`config.mk`:
```
export PLATFORM = sky130hd
export DESIGN_NAME = multicycle_control
export DESIGN_NICKNAME = d
export VERILOG_FILES = /design/src/rtl/mc_pkg.sv /design/src/rtl/mc_alu_decoder.sv /design/src/rtl/multicycle_control.sv
export SDC_FILE = /design/constraint.sdc
export NUM_CORES = 1
export LEC_CHECK = 0
export BUFFER_PORTS_ARGS = -buffer_cell sky130_fd_sc_hd__buf_4
export CORE_MARGIN = 1
export CORE_UTILIZATION = 52
export CTS_BUF_LIST = sky130_fd_sc_hd__clkbuf_8
export DETAILED_ROUTE_END_ITERATION = 8
export PLACE_DENSITY_LB_ADDON = 0.3
export SYNTH_ARGS = -nofsm -noshare
export SYNTH_HDL_FRONTEND = slang
export SYNTH_SLANG_ARGS = --single-unit
```
`constraint.sdc`:
```
create_clock -name clock -period 2.34 [get_ports clock]
set_input_delay 0.351 -clock clock [delete_from_list [all_inputs] [get_ports clock]]
set_output_delay 0.351 -clock clock [all_outputs]
set_load 0.005 [all_outputs]
```
`src/rtl/mc_pkg.sv`:
```
// Shared encodings for the multicycle MIPS sequencer: states, opcodes, functs,
// ALU selects and datapath mux codes. Optional build macro: ILLEGAL_TRAP_EN.
package mc_pkg;

  typedef enum logic [3:0] {
    FETCH  = 4'd0,  DECODE = 4'd1,  MEMADR = 4'd2,  MEMRD  = 4'd3,
    MEMWB  = 4'd4,  MEMWR  = 4'd5,  EXEC   = 4'd6,  ALUWB  = 4'd7,
    BRANCH = 4'd8,  ADDIEX = 4'd9,  ADDIWB = 4'd10, JUMP   = 4'd11,
    TRAP   = 4'd12
  } state_t;

  localparam logic [5:0] OP_RTYPE = 6'b000000;
  localparam logic [5:0] OP_LW    = 6'b100011;
  localparam logic [5:0] OP_SW    = 6'b101011;
  localparam logic [5:0] OP_BEQ   = 6'b000100;
  localparam logic [5:0] OP_ADDI  = 6'b001000;
  localparam logic [5:0] OP_J     = 6'b000010;

  localparam logic [5:0] FN_ADD = 6'b100000;
  localparam logic [5:0] FN_SUB = 6'b100010;
  localparam logic [5:0] FN_AND = 6'b100100;
  localparam logic [5:0] FN_OR  = 6'b100101;
  localparam logic [5:0] FN_SLT = 6'b101010;

  localparam logic [4:0] ALU_AND = 5'd0;
  localparam logic [4:0] ALU_OR  = 5'd1;
  localparam logic [4:0] ALU_ADD = 5'd2;
  localparam logic [4:0] ALU_SUB = 5'd6;
  localparam logic [4:0] ALU_SLT = 5'd7;

  localparam logic [1:0] SRCB_RD2   = 2'b00;
  localparam logic [1:0] SRCB_FOUR  = 2'b01;
  localparam logic [1:0] SRCB_IMM   = 2'b10;
  localparam logic [1:0] SRCB_IMMSH = 2'b11;

  localparam logic [1:0] PCSRC_ALU    = 2'b00;
  localparam logic [1:0] PCSRC_ALUOUT = 2'b01;
  localparam logic [1:0] PCSRC_JUMP   = 2'b10;

endpackage

```
`src/rtl/mc_alu_decoder.sv`:
```
// R-type funct to ALU select. Unknown functs decode to ADD with valid low so
// callers can choose between a silent ADD and a trap.
module mc_alu_decoder
  import mc_pkg::*;
(
  input  logic [5:0] funct,
  output logic [4:0] alu_control,
  output logic       valid
);

  always_comb begin
    alu_control = ALU_ADD;
    valid       = 1'b1;
    case (funct)
      FN_ADD:  alu_control = ALU_ADD;
      FN_SUB:  alu_control = ALU_SUB;
      FN_AND:  alu_control = ALU_AND;
      FN_OR:   alu_control = ALU_OR;
      FN_SLT:  alu_control = ALU_SLT;
      default: valid       = 1'b0;
    endcase
  end

endmodule

```
`src/rtl/multicycle_control.sv`:
```
// Moore sequencer driving the shared-memory multicycle MIPS datapath.
// Build macro ILLEGAL_TRAP_EN adds illegal_instr and a sticky TRAP state.
module multicycle_control
  import mc_pkg::*;
#(
  parameter int CNT_W = 32
) (
  input  logic             clock,
  input  logic             reset_n,
  input  logic [5:0]       opcode,
  input  logic [5:0]       funct,
  input  logic             zero,
  input  logic             mem_ready,
  output logic             pc_en,
  output logic             iord,
  output logic             mem_read,
  output logic             mem_write,
  output logic             ir_write,
  output logic             reg_dst,
  output logic             mem_to_reg,
  output logic             reg_write,
  output logic             alu_src_a,
  output logic [1:0]       alu_src_b,
  output logic [4:0]       alu_control,
  output logic [1:0]       pc_source,
  output logic [3:0]       state,
`ifdef ILLEGAL_TRAP_EN
  output logic             illegal_instr,
`endif
  output logic [CNT_W-1:0] retired
);

  state_t             r_state, w_next;
  logic [CNT_W-1:0]   r_retired;
  logic               w_pc_en, w_mem_write, w_ir_write, w_reg_write, w_retire;
  logic [4:0]         w_fn_alu;
  logic               w_fn_ok;

  mc_alu_decoder u_alu_dec (
    .funct       (funct),
    .alu_control (w_fn_alu),
    .valid       (w_fn_ok)
  );

`ifndef ILLEGAL_TRAP_EN
  logic w_unused_fn_ok;
  assign w_unused_fn_ok = w_fn_ok;
`endif

  always_ff @(posedge clock or negedge reset_n) begin
    if (!reset_n) begin
      r_state   <= FETCH;
      r_retired <= '0;
    end else begin
      r_state <= w_next;
      if (w_retire) r_retired <= r_retired + CNT_W'(1);
    end
  end

  always_comb begin
    w_next      = r_state;
    w_pc_en     = 1'b0;
    w_mem_write = 1'b0;
    w_ir_write  = 1'b0;
    w_reg_write = 1'b0;
    w_retire    = 1'b0;
    iord        = 1'b0;
    mem_read    = 1'b0;
    reg_dst     = 1'b0;
    mem_to_reg  = 1'b0;
    alu_src_a   = 1'b0;
    alu_src_b   = SRCB_RD2;
    alu_control = ALU_ADD;
    pc_source   = PCSRC_ALU;
`ifdef ILLEGAL_TRAP_EN
    illegal_instr = 1'b0;
`endif
    case (r_state)
      FETCH: begin
        mem_read  = 1'b1;
        alu_src_b = SRCB_FOUR;
        if (mem_ready) begin
          w_ir_write = 1'b1;
          w_pc_en    = 1'b1;
          w_next     = DECODE;
        end
      end
      DECODE: begin
        alu_src_b = SRCB_IMMSH;
        case (opcode)
          OP_LW, OP_SW: w_next = MEMADR;
          OP_RTYPE:     w_next = EXEC;
          OP_BEQ:       w_next = BRANCH;
          OP_ADDI:      w_next = ADDIEX;
          OP_J:         w_next = JUMP;
`ifdef ILLEGAL_TRAP_EN
          default:      w_next = TRAP;
`else
          default:      w_next = FETCH;
`endif
        endcase
      end
      MEMADR: begin
        alu_src_a = 1'b1;
        alu_src_b = SRCB_IMM;
        w_next    = (opcode == OP_SW) ? MEMWR : MEMRD;
      end
      MEMRD: begin
        mem_read = 1'b1;
        iord     = 1'b1;
        if (mem_ready) w_next = MEMWB;
      end
      MEMWB: begin
        w_reg_write = 1'b1;
        mem_to_reg  = 1'b1;
        w_retire    = 1'b1;
        w_next      = FETCH;
      end
      MEMWR: begin
        w_mem_write = 1'b1;
        iord        = 1'b1;
        if (mem_ready) begin
          w_retire = 1'b1;
          w_next   = FETCH;
        end
      end
      EXEC: begin
        alu_src_a   = 1'b1;
        alu_control = w_fn_alu;
        w_next      = ALUWB;
`ifdef ILLEGAL_TRAP_EN
        if (!w_fn_ok) w_next = TRAP;
`endif
      end
      ALUWB: begin
        w_reg_write = 1'b1;
        reg_dst     = 1'b1;
        w_retire    = 1'b1;
        w_next      = FETCH;
      end
      BRANCH: begin
        alu_src_a   = 1'b1;
        alu_control = ALU_SUB;
        pc_source   = PCSRC_ALUOUT;
        w_pc_en     = zero;
        w_retire    = 1'b1;
        w_next      = FETCH;
      end
      ADDIEX: begin
        alu_src_a = 1'b1;
        alu_src_b = SRCB_IMM;
        w_next    = ADDIWB;
      end
      ADDIWB: begin
        w_reg_write = 1'b1;
        w_retire    = 1'b1;
        w_next      = FETCH;
      end
      JUMP: begin
        pc_source = PCSRC_JUMP;
        w_pc_en   = 1'b1;
        w_retire  = 1'b1;
        w_next    = FETCH;
      end
`ifdef ILLEGAL_TRAP_EN
      TRAP: begin
        illegal_instr = 1'b1;
        w_next        = TRAP;
      end
`endif
      default: w_next = FETCH;
    endcase
  end

  // Strobes are masked by reset_n so an abandoned instruction cannot write.
  assign pc_en     = w_pc_en     & reset_n;
  assign ir_write  = w_ir_write  & reset_n;
  assign reg_write = w_reg_write & reset_n;
  assign mem_write = w_mem_write & reset_n;
  assign state     = r_state;
  assign retired   = r_retired;

endmodule

```
* Yosys cells after proc, flatten, opt, wreduce, memory -nomap -nowiden
Index checks and enable logic that the tools add are counted.
** Word-level totals
- Register bits :: 36
- Bits in latches :: 0
- Bits in writable memories :: 0
- Memory bits (read-only) :: 0
- Logic and storage cells :: 61
- Memories :: 0
** Operators by class
- Add/sub/neg operators :: 1
- Multipliers :: 0
- Div/mod/pow operators :: 0
- Order comparisons :: 0
- Equal/unequal tests :: 23
- Shift operators :: 0
- Mux-type cells :: 21
- Bitwise logic cells :: 4
- Reduce and logical (&&, ||, !) cells :: 10
** Operators with widths (count)
- $eq A6 B6 Y1 const B :: 6
- $add A32 B1 Y32 const B :: 1
- $pmux W4 S7 :: 1
- $pmux W4 S5 :: 1
- $eq A4 B3 Y1 const B :: 4
- $eq A4 B4 Y1 const B :: 4
- $mux W4 :: 3
- $pmux W3 S4 :: 1
- $pmux W5 S2 :: 1
- $mux W1 :: 9
- $eq A4 B2 Y1 const B :: 2
- $reduce_or A2 Y1 :: 4
- $eq A6 B2 Y1 const B :: 1
- $eq A6 B3 Y1 const B :: 1
- $eq A6 B4 Y1 const B :: 1
- $logic_not A6 Y1 :: 1
- $ne A2 B2 Y1 const B :: 3
- $pmux W2 S3 :: 1
- $reduce_or A5 Y1 :: 1
- $and A1 B1 Y1 :: 4
- $eq A4 B1 Y1 const B :: 1
- $logic_not A4 Y1 :: 1
- $pmux W2 S2 :: 1
- $reduce_or A4 Y1 :: 1
- other kinds (5) :: 5

* Longest topological paths before layout
- Depth in word-level cells :: 4
- Depth in mapped cells :: 7
- Gate-level depth less buffers :: 5

* Hierarchy
Synthesis repeated with hierarchy kept, for this count alone.
** Second synthesis, totals
- Cells, all modules :: 228
- Area, all modules :: 2163.3 µm²
** By module, submodules not included
- multicycle_control :: instances 1, cells each 216, area an instance 2058.2 µm², seq. area each 900.9 µm²
- mc_alu_decoder :: instances 1, cells each 12, area an instance 105.1 µm², seq. area each 0.0 µm²

* Least setup slack after synthesis
OpenSTA, ideal clock, no wires.
- Kind :: register to output
- Start :: register r_state[0], in the netlist state[0]
- End :: output alu_control[1]
- Data arrival time :: 1.479 ns
- Required time :: 1.989 ns
- Slack :: 0.510 ns
- Stages on the path, launching flop included :: 5
- Path buffers :: 1
- Cells stage by stage :: dfrtp_1 > buf_4 > nand2b_1 > or4b_1 > nand2b_1
** On the way
- Cells in the longest elaborated chain, start to end :: 2
** Ends and longest elaborated chain
- from (decl) :: line multicycle_control.sv:33 : state_t r_state, w_next;
- from (signal assigned) :: line multicycle_control.sv:55 : r_state <= w_next;
- $eq A4 B4 Y1 / $eq A4 B3 Y1 (equally long branches) :: line multicycle_control.sv:78 : case (r_state)
- $pmux W5 S2 * :: line multicycle_control.sv:78
- to (decl) :: line multicycle_control.sv:24 : output logic [4:0] alu_control,
Every way passes the cells marked *; elsewhere a longest branch is shown, timed or not.

* Worst setup path after layout
Ends and elaborated chain as after synthesis.

==> results.md <==
- Post-CTS Setup Inserts: 0
- Fin crit period: roughly 2.2 ns
- Crit path DAT: 1.85 ns
- RSZ-0062 raised after global routing: no
- Hold Fails Final Rpt: 0
- Number of clock sinks: 36
- Proportion of layout cells with a drive suffix above 1: between 30% and 40%
- IO buf count: 67
- Core area: about 3800 µm²
- Worst Slack Setup Final: 0.142 ns
- Worst vdd ir: 0.414 mV
- CTS tree: done
- CTS HTree Levels: 2
- P_leak: 1.31 nW
- Met1 usage: between 30 and 40%
- Number of remaining DRC errors: 0
- Synthesized instance count: between 200 and 250
- Initial antenna violation count: 0
- Critical Path Start Type: flip-flop
- EDFF count, synth: 0
- Pre-CTS WS: just under 0.4 ns
- HPWL Detailed: 3460 µm
- Post-placement cell count: 326
- Final setup viols: 0
- Fillers: between 300 and 400
- Antenna diodes: 0
- GRT overflow: 0
- Register area share after synthesis: between 40 and 50%
- Worst EP required: ~2.0 ns
- Antenna-violating nets left: 0
- Drt pass-1 iters: 4
- Routed Wire Length: about 4600 µm
- Synth top area share: ~43%
- Outcome: finished, final reports clean
- Met2 Usage GRT: a little over a third
- Die Span X: approximately 65 µm
- Clk root buf: clkbuf_8
- Top cells by area, synth: dfrtp_1, xnor2_1, nor2_1, xor2_1, nand4_1
- Crit. End Element: primary output
- Max Slew Vio Count: 0
- Drt first-iter violations: between 100 and 150
- Worst hold path startpoint: opcode[3]
- Routed vias: between 1,500 and 2,000
- Rows: 22
- Crit Path Class: reg2out
- Vias in the first global route: around 1,700
- Post-synth ARST share: 100%
- Worst Path Max Fanout: 11
- Layout Cells excl Fill: between 300 and 400
- First-pass GRT wire length: roughly 7900 µm
- Power density cells: 660 nW/µm²
- Top Usage Layer GRT: met2
- DR WL/cell: between 10 and 15 µm
- Die area: between 4000 and 5000 µm²
- Most used DFF post-synth: dfrtp_1
- Critical Path Source: state[0]
- Overall power: roughly 1.8 mW
- Max-cap violations: 0
- Clock skew: approximately 0.0058 ns
- CTS clk-pin slew, worst paths: 0.06 ns
- Ports: 70
- Clock buffer depth: 2
- Met3 Use GR: under 10%
- GR Util All Layers: between 20% and 30%
- Post-Syn Area per Cell: roughly 9.8 µm²
- Yosys warning count: 0
- Mapped cell area: about 2100 µm²
- Initial core utilization: between 50 and 60%
- Clock latency on the worst-skew pair: about 0.29 ns
- Area growth from synthesis to layout: 30.8%
- FF-to-FF Start: state[3]
- Setup TNS: 0 ns
- Final worst-path cycle share: between 90% and 100%
- DR vias/cell: 5.53
- Synth cell types: 45
- Layout net count: between 300 and 400
- Yosys reg bits: 36
- Chip height: roughly 65 µm
- HP Class: in2reg
- Fmax: approximately 0.45 GHz
- GPL Wtd Cong: around 0.90
- Largest net degree at the start of global routing: 26
- TritonCTS Buffers: 5
- Cell taking the most area after synthesis: dfrtp_1
## area by class of cell
cell class,instances,area (µm²),area share [%]
Clock inverter,2,8.76,0.320
Sequential cell,36,902,33.0
Clock buffer,5,68.8,2.51
Multi-Input combinational cell,167,1140,41.5
Tap cell,48,60.1,2.19
Inverter,3,11.3,0.411
Timing Repair Buffer,73,551,20.1
## cells by family after synthesis
logic type,count (synthesis),synth area share (%)
AND/OR/NAND/NOR,106,30.0
flip-flops,36,43.0
multiplexers,2,1.02
other,1,0.179
adder cells (fa/ha/maj),1,0.598
AO/OA/AOI/OAI,22,8.07
XOR/XNOR,34,14.2
buffers and inverters,11,2.87
## routing by layer
metal	vias to the layer above	wire length [µm]
met5	-	0
met4	0	56
met3	6	204
met2	54	2170
met1	890	2140
li1	896	-
## synth_stat cells (2+ instances only)
| cell | number |
|---|---|
| dfrtp_1 | 36 |
| xnor2_1 | 25 |
| nor2_1 | 24 |
| nand3_1 | 13 |
| nand2_1 | 11 |
| nand4_1 | 11 |
| xor2_1 | 9 |
| and3_1 | 8 |
| and4_1 | 6 |
| nor3_1 | 6 |
| o21ai_0 | 6 |
| buf_4 | 5 |
| a21oi_1 | 4 |
| nand2b_1 | 4 |
| nor2b_1 | 4 |
| and2_1 | 3 |
| inv_1 | 3 |
| nand3b_1 | 3 |
| o22ai_1 | 3 |
| clkbuf_1 | 2 |
| nor4_1 | 2 |
| o311ai_0 | 2 |
## per-stage QoR
stage                     hold WS (ns)  util [%]  area, µm²
after floorplan                 0.0554         -       2100
after global placement           0.214      70.2       2650
after detailed placement         0.215      70.2       2650
after CTS                        0.362      72.6       2740
after global routing             0.381      72.6       2740
final                            0.367      72.6       2740
## critical path: stages, from the launching register on
cell and delay, ns:
dfrtp_1 0.50, nand2b_1 0.22, or4b_1 0.55, nand2b_1 0.16, buf_4 0.14
## sequential cells by signal (all words and copies together) (netlist names)
register  count
retired      32
state         4
## what timing repair did
item	CTS	global route
endpoints found under the hold margin	11	0
hold buffers	1	0
endpoints found under the setup margin	0	3
resized for setup	0	1
## cell usage in the layout, fill, tap and decap left out, drive strengths merged
cell type | synthesis | layout
a211o | 1 | 1
a21oi | 5 | 5
and2 | 3 | 3
and3 | 8 | 8
and4 | 7 | 7
buf | 6 | 72
clkbuf | 2 | 5
clkinv | 0 | 1
conb | 1 | 2
dfrtp | 36 | 36
dlygate4sd3 | 0 | 1
ha | 1 | 1
inv | 3 | 4
mux2 | 1 | 1
mux2i | 1 | 1
nand2 | 11 | 11
nand2b | 5 | 5
nand3 | 13 | 13
nand3b | 3 | 3
nand4 | 12 | 12
nor2 | 25 | 25
nor2b | 5 | 5
nor3 | 6 | 6
nor3b | 2 | 2
nor4 | 3 | 3
o2111ai | 1 | 1
o21a | 1 | 1
o21ai | 7 | 7
o22ai | 3 | 3
o2bb2a | 1 | 1
o311ai | 2 | 2
o32ai | 1 | 1
or2 | 1 | 1
or3b | 1 | 1
or4b | 1 | 1
xnor2 | 25 | 25
xor2 | 9 | 9
## power by group
group | internal, mW | leakage (nW) | switching (mW)
Sequential | 0.679 | 0.493 | 0.119
Combinational | 0.317 | 0.774 | 0.288
Clock | 0.198 | 0.0452 | 0.207
Total | 1.19 | 1.31 | 0.614
## worst paths after layout
check                      depth (start not counted)              to  slack [ns]
min reg2reg                                        1     retired[31]        0.48
min in group asynchronous                          2        state[1]        0.45
max in group asynchronous                          3      retired[5]        1.33
min                                                2        state[2]        0.37
max reg2reg                                        6     retired[23]        0.45
max                                                4  alu_control[1]        0.14
Note: power is estimated with default switching activity, not from simulation.
